$ cat src/rtl/mdu_iter.sv
// rtl/mdu_iter.sv - iterative multiply/divide unit, one bit per cycle
//
// Purpose: multi-cycle MUL/MUH/DIV/MOD (signed and unsigned) behind a
// valid/ready handshake. Multiply is shift-add, divide is restoring radix-2;
// both run on magnitudes and fix the sign when the result is registered.
// Optional feature macro: MDU_FAST_MUL_EN (single-cycle array multiply for
// ops 0-3; divides unchanged).
//
// Ports:
//   i_clk, i_rst_n     clock, asynchronous active-low reset
//   i_flush            synchronous abort, returns to IDLE
//   i_in_valid/o_in_ready   operation request handshake (ready only in IDLE)
//   i_op[2:0]          0 MUL 1 MULU 2 MUH 3 MUHU 4 DIV 5 DIVU 6 MOD 7 MODU
//   i_a, i_b           dividend/multiplicand, divisor/multiplier
//   o_out_valid/i_out_ready result handshake
//   o_result           selected result word, held through DONE
//   o_div_zero         divide/mod by zero flag, qualified by o_out_valid
module mdu_iter #(
  parameter int WIDTH = 32,
  parameter int CNT_W = $clog2(WIDTH) + 1
) (
  input  logic             i_clk,
  input  logic             i_rst_n,
  input  logic             i_flush,
  input  logic             i_in_valid,
  output logic             o_in_ready,
  input  logic [2:0]       i_op,
  input  logic [WIDTH-1:0] i_a,
  input  logic [WIDTH-1:0] i_b,
  output logic             o_out_valid,
  input  logic             i_out_ready,
  output logic [WIDTH-1:0] o_result,
  output logic             o_div_zero
);

  typedef enum logic [1:0] {IDLE, BUSY, DONE} state_t;

  state_t             r_state;
  logic               r_out_valid;
  logic [WIDTH-1:0]   r_result;
  logic               r_div_zero;
  logic [CNT_W-1:0]   r_cnt;
  logic               r_is_div;   // op[2]: divide family
  logic               r_sel_hi;   // op[1]: high product word / remainder
  logic               r_neg;      // negate the final result
  logic               r_dz;       // divide by zero, skip iteration
  // Shared datapath: r_hi is the upper accumulator / partial remainder,
  // r_lo the multiplier / dividend-becoming-quotient, r_b the fixed operand.
  logic [WIDTH-1:0]   r_hi;
  logic [WIDTH-1:0]   r_lo;
  logic [WIDTH-1:0]   r_b;

  logic               w_signed;
  logic [WIDTH-1:0]   w_a_mag;
  logic [WIDTH-1:0]   w_b_mag;
  logic [WIDTH:0]     w_sum;
  logic [WIDTH:0]     w_shift;
  logic [WIDTH:0]     w_diff;
  logic               w_q_bit;
  logic [WIDTH-1:0]   w_hi_nx;
  logic [WIDTH-1:0]   w_lo_nx;
  logic [2*WIDTH-1:0] w_prod;
  logic [2*WIDTH-1:0] w_prod_s;
  logic [WIDTH-1:0]   w_div_res;
  logic [WIDTH-1:0]   w_final;
  logic               w_fast_mul;
  logic               w_last;

  assign o_in_ready  = (r_state == IDLE);
  assign o_out_valid = r_out_valid;
  assign o_result    = r_result;
  assign o_div_zero  = r_div_zero;

  assign w_signed = ~i_op[0];
  assign w_a_mag  = (w_signed && i_a[WIDTH-1]) ? (~i_a + WIDTH'(1)) : i_a;
  assign w_b_mag  = (w_signed && i_b[WIDTH-1]) ? (~i_b + WIDTH'(1)) : i_b;

  // Multiply step: add r_b when the current multiplier bit is set, then
  // shift the whole {hi,lo} accumulator right by one.
  assign w_sum = {1'b0, r_hi} + (r_lo[0] ? {1'b0, r_b} : '0);

  // Restoring divide step: partial remainder is always below the divisor,
  // so the shifted value fits WIDTH+1 bits and bit WIDTH of the difference
  // is a clean borrow flag.
  assign w_shift = {r_hi, r_lo[WIDTH-1]};
  assign w_diff  = w_shift - {1'b0, r_b};
  assign w_q_bit = ~w_diff[WIDTH];

  always_comb begin
    w_hi_nx = r_hi;
    w_lo_nx = r_lo;
    if (r_is_div) begin
      w_hi_nx = w_q_bit ? w_diff[WIDTH-1:0] : w_shift[WIDTH-1:0];
      w_lo_nx = {r_lo[WIDTH-2:0], w_q_bit};
    end else begin
      w_hi_nx = w_sum[WIDTH:1];
      w_lo_nx = {w_sum[0], r_lo[WIDTH-1:1]};
    end
  end

`ifdef MDU_FAST_MUL_EN
  assign w_fast_mul = ~r_is_div;
  assign w_prod     = {{WIDTH{1'b0}}, r_lo} * {{WIDTH{1'b0}}, r_b};
`else
  assign w_fast_mul = 1'b0;
  assign w_prod     = {w_hi_nx, w_lo_nx};
`endif

  assign w_prod_s  = r_neg ? (~w_prod + (2*WIDTH)'(1)) : w_prod;
  assign w_div_res = r_sel_hi ? w_hi_nx : w_lo_nx;

  // Result word as it will look after this edge's iteration.
  always_comb begin
    w_final = '0;
    if (r_dz)
      w_final = r_sel_hi ? r_lo : '1;
    else if (r_is_div)
      w_final = r_neg ? (~w_div_res + WIDTH'(1)) : w_div_res;
    else
      w_final = r_sel_hi ? w_prod_s[2*WIDTH-1:WIDTH] : w_prod_s[WIDTH-1:0];
  end

  assign w_last = (r_cnt == CNT_W'(WIDTH - 1)) || r_dz || w_fast_mul;

  always_ff @(posedge i_clk or negedge i_rst_n) begin
    if (!i_rst_n) begin
      r_state     <= IDLE;
      r_out_valid <= 1'b0;
      r_result    <= '0;
      r_div_zero  <= 1'b0;
      r_cnt       <= '0;
      r_is_div    <= 1'b0;
      r_sel_hi    <= 1'b0;
      r_neg       <= 1'b0;
      r_dz        <= 1'b0;
      r_hi        <= '0;
      r_lo        <= '0;
      r_b         <= '0;
    end else if (i_flush) begin
      r_state     <= IDLE;
      r_out_valid <= 1'b0;
    end else begin
      case (r_state)
        IDLE: begin
          if (i_in_valid) begin
            r_is_div <= i_op[2];
            r_sel_hi <= i_op[1];
            r_dz     <= i_op[2] && (i_b == '0);
            // Remainder follows the dividend; product/quotient the xor.
            r_neg    <= w_signed && ((i_op[2] && i_op[1]) ? i_a[WIDTH-1]
                                                          : (i_a[WIDTH-1] ^ i_b[WIDTH-1]));
            r_hi     <= '0;
            // Divide by zero returns the raw dividend as remainder.
            r_lo     <= (i_op[2] && (i_b == '0)) ? i_a : w_a_mag;
            r_b      <= w_b_mag;
            r_cnt    <= '0;
            r_state  <= BUSY;
          end
        end
        BUSY: begin
          r_hi  <= w_hi_nx;
          r_lo  <= w_lo_nx;
          r_cnt <= r_cnt + CNT_W'(1);
          if (w_last) begin
            r_result    <= w_final;
            r_div_zero  <= r_dz;
            r_out_valid <= 1'b1;
            r_state     <= DONE;
          end
        end
        DONE: begin
          if (i_out_ready) begin
            r_out_valid <= 1'b0;
            r_state     <= IDLE;
          end
        end
        default: r_state <= IDLE;
      endcase
    end
  end

endmodule

$ cat config.mk
export PLATFORM = sky130hd
export DESIGN_NAME = mdu_iter
export DESIGN_NICKNAME = d
export VERILOG_FILES = /design/src/rtl/mdu_iter.sv
export SDC_FILE = /design/constraint.sdc
export NUM_CORES = 1
export LEC_CHECK = 0
export ABC_AREA = 1
export BUFFER_PORTS_ARGS = -buffer_cell sky130_fd_sc_hd__buf_2
export CAP_MARGIN = 10
export CORE_ASPECT_RATIO = 0.5
export CORE_MARGIN = 2
export CORE_UTILIZATION = 56
export CTS_CLUSTER_SIZE = 14
export DETAILED_ROUTE_END_ITERATION = 6
export HOLD_SLACK_MARGIN = 0.05
export PLACE_DENSITY_LB_ADDON = 0.15
export SLEW_MARGIN = 10
export SYNTH_ARGS = -nofsm -noshare
export SYNTH_HDL_FRONTEND = slang
export SYNTH_SLANG_ARGS = --single-unit
$ cat constraint.sdc
create_clock -name i_clk -period 4.3 [get_ports i_clk]
set_input_delay 0.43 -clock i_clk [delete_from_list [all_inputs] [get_ports i_clk]]
set_output_delay 0.43 -clock i_clk [all_outputs]
set_load 0.005 [all_outputs]
==> flow_metrics.tcl, run 1 <==
set metrics [dict create \
    drt_wl_total_um 74400 \
    rsz0062_at_grt "yes" \
    critPathMaxFanout 5 \
    finalPower_mw 16.5 \
    portBuffers 106 \
    syn_nets 3278 \
    yosysSeqAreaShare 0.200 \
    ys_ff_latch 142 \
    synthesis.area_mm2 0.0178 \
    die_w_um 256 \
    yosysMostFrequentCell "nand2_1" \
    worstMarginPinSlew_ns 1.21 \
    initial_core_util 0.565 \
    cts_root_buf "clkbuf_16" \
    fin_worst_skew_ns 0.0241 \
    synth_top_cells_by_count "1023 x nand2_1, 439 x inv_1, 301 x nor2_1" \
    grt.overflow.total 0 \
    yosys_most_used_dff "dfrtp_1" \
    grt_max_degree 103 \
    antenna_cells 0 \
    ys_types 59 \
    power_density_mw_per_mm2 809 \
    place_congestion 1.06 \
    cp.required_ns 4.67 \
    clock_latency_ns 0.47 \
    fin_crit_ns 4.20 \
    antenna_found_initial 1 \
    cp.arrival_ns 4.56 \
    synth_edf_count 0 \
    ant_nets 0 \
    slowest_stage "dfrtp_1" \
    max_freq_mhz 238 \
    finalHoldViolations 0 \
    yosysWarnings 0 \
    cts.path.max_buffers 2 \
    die_area_mm2 0.0333 \
    place_area_mm2 0.0194 \
    synth_top_area_share 0.216 \
    synth_top_cell_by_area "nand2_1" \
    num-nets-final 3436 \
    syn2layout_area_growth_pct 14.9 \
    power.leakage_nw 10.9 \
    grt_pass1_vias 19400 \
    slew_headroom 0.187 \
    async_flop_share 1.00 \
    path_class "register to register" \
    die_h_um 130 \
    fin_area_mm2 0.0204 \
    setup_viol 0 \
    start_kind "register" \
    syn_area_per_cell_um2 5.67 \
    max_stage_delay_ns 0.40 \
    cts_buffers 17 \
    run_status "completed" \
    syn_inst 3135 \
    cts_tree "yes" \
    crit_path_end_kind "register" \
    hp-class "input pin to register" \
    synth.area.top_cells "nand2_1 22%, dfrtp_1 20%, inv_1 9.3%" \
    drive_above_1_share 0.132 \
    drtIter0Drc 3269 \
    rows 46 \
    maxSlewViolCount 0 \
    wl_per_cell_um 19.9 \
    vias 22100 \
    vias_per_cell 5.91 \
    dr.pass1.iters 7 \
    grt_pass1_wl_um 112000 \
    grt_usage 0.439 \
    hold_ws_ns 0.214 \
    crit_top_cell "nand2_4" \
    drc 0 \
    path_clk_slew_ns 0.08 \
    hpwl_um 57900 \
    io_pins 107 \
    final.period_utilization 0.976 \
    ir_drop_mv 0.337 \
    cts.sinks 142 \
    htree_levels 4 \
    coreArea_mm2 0.0315 \
    cap_violations 0 \
]
[sequential cells by signal (all words and copies together) (netlist names), 2 cells and up]
signal	count
o_result	32
r_b	32
r_hi	32
r_lo	32
r_cnt	6
r_state	2
[power breakdown]
part	switching, mW	internal, mW
Clock	0.769	0.888
Sequential	0.519	1.84
Combinational	8.53	3.98
[metrics by stage]
stage	cells	TNS, ns	worst slack, ns	util
2_1_floorplan	3135	0	0.344	-
3_3_place_gp	3688	0	0.0787	0.615
3_5_place_dp	3688	-0.206	-0.0803	0.615
4_1_cts	3722	0	0.000560	0.635
5_1_grt	3738	-0.618	-0.131	0.649
6_report	3738	0	0.105	0.649
[cell usage in the layout (no fill, tap or decap), drive strengths merged, types with 13 or more instances in the layout]
cell type,count
a21oi,138
a31oi,24
buf,247
clkbuf,17
dfrtp,142
ha,69
inv,450
nand2,1058
nand3,293
nand3b,16
nand4,25
nor2,316
nor3,49
o211ai,34
o21ai,231
o21bai,13
o22ai,26
or2,14
xnor2,29
xor2,44
[area by class of cell]
type,count,area [µm²]
Inverter,446,1680
Multi-Input combinational cell,2438,12400
Tap cell,432,541
Sequential cell,142,3560
Timing Repair Buffer,248,1670
Fill cell,3056,11000
Clock buffer,17,425
Clock inverter,15,193
[metal layers]
layer | global-route usage | up-vias | wire length, µm
li1 | - | 10400 | -
met1 | 0.625 | 10100 | 31600
met2 | 0.640 | 1471 | 29500
met3 | 0.139 | 170 | 11200
met4 | 0.115 | 2 | 2200
met5 | 0 | - | 11
[final timing paths]
check,endpoint,start,cells past startpoint,slack [ns]
min,r_sel_hi$_DFFE_PN0P_,i_op[1],3,0.21
min in group asynchronous,o_result[4]$_DFFE_PN0P_,i_rst_n,2,0.53
max in group asynchronous,r_hi[24]$_DFFE_PN0P_,i_rst_n,3,2.83
max reg2reg,o_result[26]$_DFFE_PN0P_,r_lo[31]$_DFFE_PN0P_,31,0.10
min reg2reg,o_result[19]$_DFFE_PN0P_,o_result[19]$_DFFE_PN0P_,2,0.48
max,o_result[26]$_DFFE_PN0P_,r_lo[31]$_DFFE_PN0P_,31,0.10
[worst max-delay path, delay by kind of cell (launching register included)]
kind / cells / cell delay (ns)
compound gates: 2 / 0.39
fa+ha+maj: 3 / 0.65
buf+inv: 3 / 0.20
flops: 1 / 0.40
simple gates: 23 / 2.43
[cell families (layout without fill, tap and decap cells)]
family / after synthesis / after routing / synth area share
and+or+nand+nor: 1786 / 1786 / 0.426
buffers and inverters: 555 / 726 / 0.122
AOI/OAI and AO/OA: 505 / 505 / 0.163
DFF: 142 / 142 / 0.200
xor gates and xnor gates: 73 / 73 / 0.0360
adders and majority gates: 71 / 71 / 0.0508
muxes: 3 / 3 / 0.00190
[repair_timing]
action	4_1_cts	5_1_grt
buffers inserted	1	16
resized for setup	4	81
hold endpoints to repair	65	0
hold buffers	1	0
endpoints found under the setup margin	8	27
pin swaps	1	19
No activity file was read; power rests on OpenSTA's default activity.
==> run 2, diff against run 1 <==
--- a/config.mk
+++ b/config.mk
@@ -14,6 +14,7 @@
 export CTS_CLUSTER_SIZE = 14
 export DETAILED_ROUTE_END_ITERATION = 6
 export HOLD_SLACK_MARGIN = 0.05
+export MAX_ROUTING_LAYER = met4
 export PLACE_DENSITY_LB_ADDON = 0.15
 export SLEW_MARGIN = 10
 export SYNTH_ARGS = -nofsm -noshare
==> run 2 against run 1 <==
Against the previous run: final area rose by 0.25%; register-to-register slack got worse by 0.08 ns; core utilization rose by 0.16 points; global-route usage rose by 1.8 points; flip-flop and latch count did not move; critical path depth rose by 1; hold slack got worse by 0.20 ns; setup slack got worse by 0.085 ns; combinational power barely moved; wire length rose by 0.44%; die area did not move; total power rose by 0.99%; critical endpoint is now o_result[22]$_DFFE_PN0P_; highest routed layer is now met4.
==> flow_metrics.tcl, run 2 (synthesis results as in run 1) <==
set metrics [dict create \
    ant_nets 0 \
    path_class "register to register" \
    finalHoldViolations 0 \
    clkPwrFrac 0.101 \
    slew_headroom 0.172 \
    wl_per_cell_um 19.9 \
    antenna_found_initial 1 \
    power_frac_comb 0.755 \
    crit_path_end_kind "register" \
    cp.arrival_ns 4.66 \
    initial_core_util 0.565 \
    grt_usage 0.457 \
    cts_buffers 17 \
    p_int_mw 6.81 \
    drtIter0Drc 3492 \
    cap_violations 0 \
    layout_setup_ws_ns 0.0200 \
    dr.pass1.iters 7 \
    htree_levels 4 \
    ir_drop_mv 0.350 \
    setup_viol 0 \
    p_sw_mw 9.88 \
    critPathMaxFanout 4 \
    cts_root_buf "clkbuf_16" \
    final_common_cell "nand2_1" \
    n_fill_cell 3074 \
    maxSlewViolCount 0 \
    seqPwrFrac 0.144 \
    place_congestion 1.09 \
    finalPower_mw 16.7 \
    num-nets-final 3444 \
    portBuffers 106 \
    hp-class "input pin to asynchronous set/reset pin" \
    mostFrequentLayoutCells "1010 x nand2_1, 433 x inv_1, 293 x nor2_1" \
    io_pins 107 \
    slowest_stage "dfrtp_1" \
    cts_tree "yes" \
    path_clk_slew_ns 0.08 \
    cts.sinks 142 \
    clock_latency_ns 0.48 \
    vias_per_cell 5.91 \
    run_status "completed" \
    cp.required_ns 4.68 \
    coreArea_mm2 0.0315 \
    syn2layout_area_growth_pct 15.2 \
    power.leakage_nw 10.9 \
    drc 0 \
    fin_crit_ns 4.28 \
    worst-r2r-cell-count 32 \
    die_h_um 130 \
    p_sw_frac 0.592 \
    rows 46 \
    drt_wl_total_um 74700 \
    rsz0062_at_grt "yes" \
    grt_pass1_wl_um 112000 \
    vias 22200 \
    fin_worst_skew_ns 0.0208 \
    max_freq_mhz 234 \
    final.period_utilization 0.995 \
    start_kind "register" \
    grt_pass1_vias 19600 \
    grt_max_degree 81 \
    hpwl_um 58700 \
    grt.overflow.total 0 \
    crit_top_cell "nand2_4" \
    worstMarginPinSlew_ns 1.24 \
    place_ws_ns -0.00869 \
    cts.path.max_buffers 2 \
    fin_tns_setup_ns 0 \
    power_density_mw_per_mm2 815 \
    die_w_um 256 \
    max_stage_delay_ns 0.40 \
    drive_above_1_share 0.135 \
    die_area_mm2 0.0333 \
]
## run 2: final cells by class
cell class	count	area [µm²]	share of cell area
Antenna cell	1	2.50	0.000122
Clock buffer	17	425	0.0208
Clock inverter	15	195	0.00953
Inverter	446	1670	0.0817
Multi-Input combinational cell	2438	12400	0.605
Sequential cell	142	3570	0.174
Tap cell	432	541	0.0264
Timing Repair Buffer	256	1690	0.0826
## run 2: per-stage QoR
step                cell area [µm²]  hold WS, ns  cells  utilization
CTS                           20100       0.0581   3735        0.637
finish                        20500       0.0161   3747        0.651
floorplan                     17800        0.134   3135            -
global placement              19400        0.453   3703        0.617
detailed placement            19400        0.461   3703        0.617
global route                  20500       0.0836   3747        0.651
## run 2: repair_timing
action	4_1_cts	5_1_grt
pin swaps	0	22
hold buffers	0	0
setup endpoints to repair	2	27
setup buffers	0	11
resized for setup	1	80
## run 2: final timing paths
check | start | end | slack [ns]
worst max-delay path | r_lo[31]$_DFFE_PN0P_ | o_result[22]$_DFFE_PN0P_ | 0.02
worst min-delay path | i_rst_n | r_lo[2]$_DFFE_PN0P_ | 0.02
worst max register to register | r_lo[31]$_DFFE_PN0P_ | o_result[22]$_DFFE_PN0P_ | 0.02
worst min register to register | o_result[19]$_DFFE_PN0P_ | o_result[19]$_DFFE_PN0P_ | 0.48
max in group asynchronous | i_rst_n | r_hi[23]$_DFFE_PN0P_ | 3.37
min in group i_clk | i_op[1] | r_sel_hi$_DFFE_PN0P_ | 0.18
## run 2: power groups by stage
stage	Clock [mW]	Sequential, mW	Combinational, mW
6_report	1.68	2.40	12.6
3_5_place_dp	0	2.35	11.6
2_1_floorplan	0	2.16	7.67
4_1_cts	1.66	2.33	11.7
5_1_grt	1.72	2.44	13.6
3_3_place_gp	0	2.33	11.5
## run 2: worst max-delay path: cells and delay by family (launching register included)
kind / cells / cell delay (ns)
AND/OR/NAND/NOR: 24 / 2.62
adder cells (fa/ha/maj): 3 / 0.65
flip-flops: 1 / 0.40
buffers and inverters: 4 / 0.37
AO/OA/AOI/OAI: 1 / 0.14
## run 2: metal layers
layer  share of wire  vias up  GRT usage
met5               0        -          -
met4           0.031        0      0.144
met3            0.15      165      0.128
met2            0.39     1498      0.638
met1            0.43    10100      0.634
li1                -    10400          -
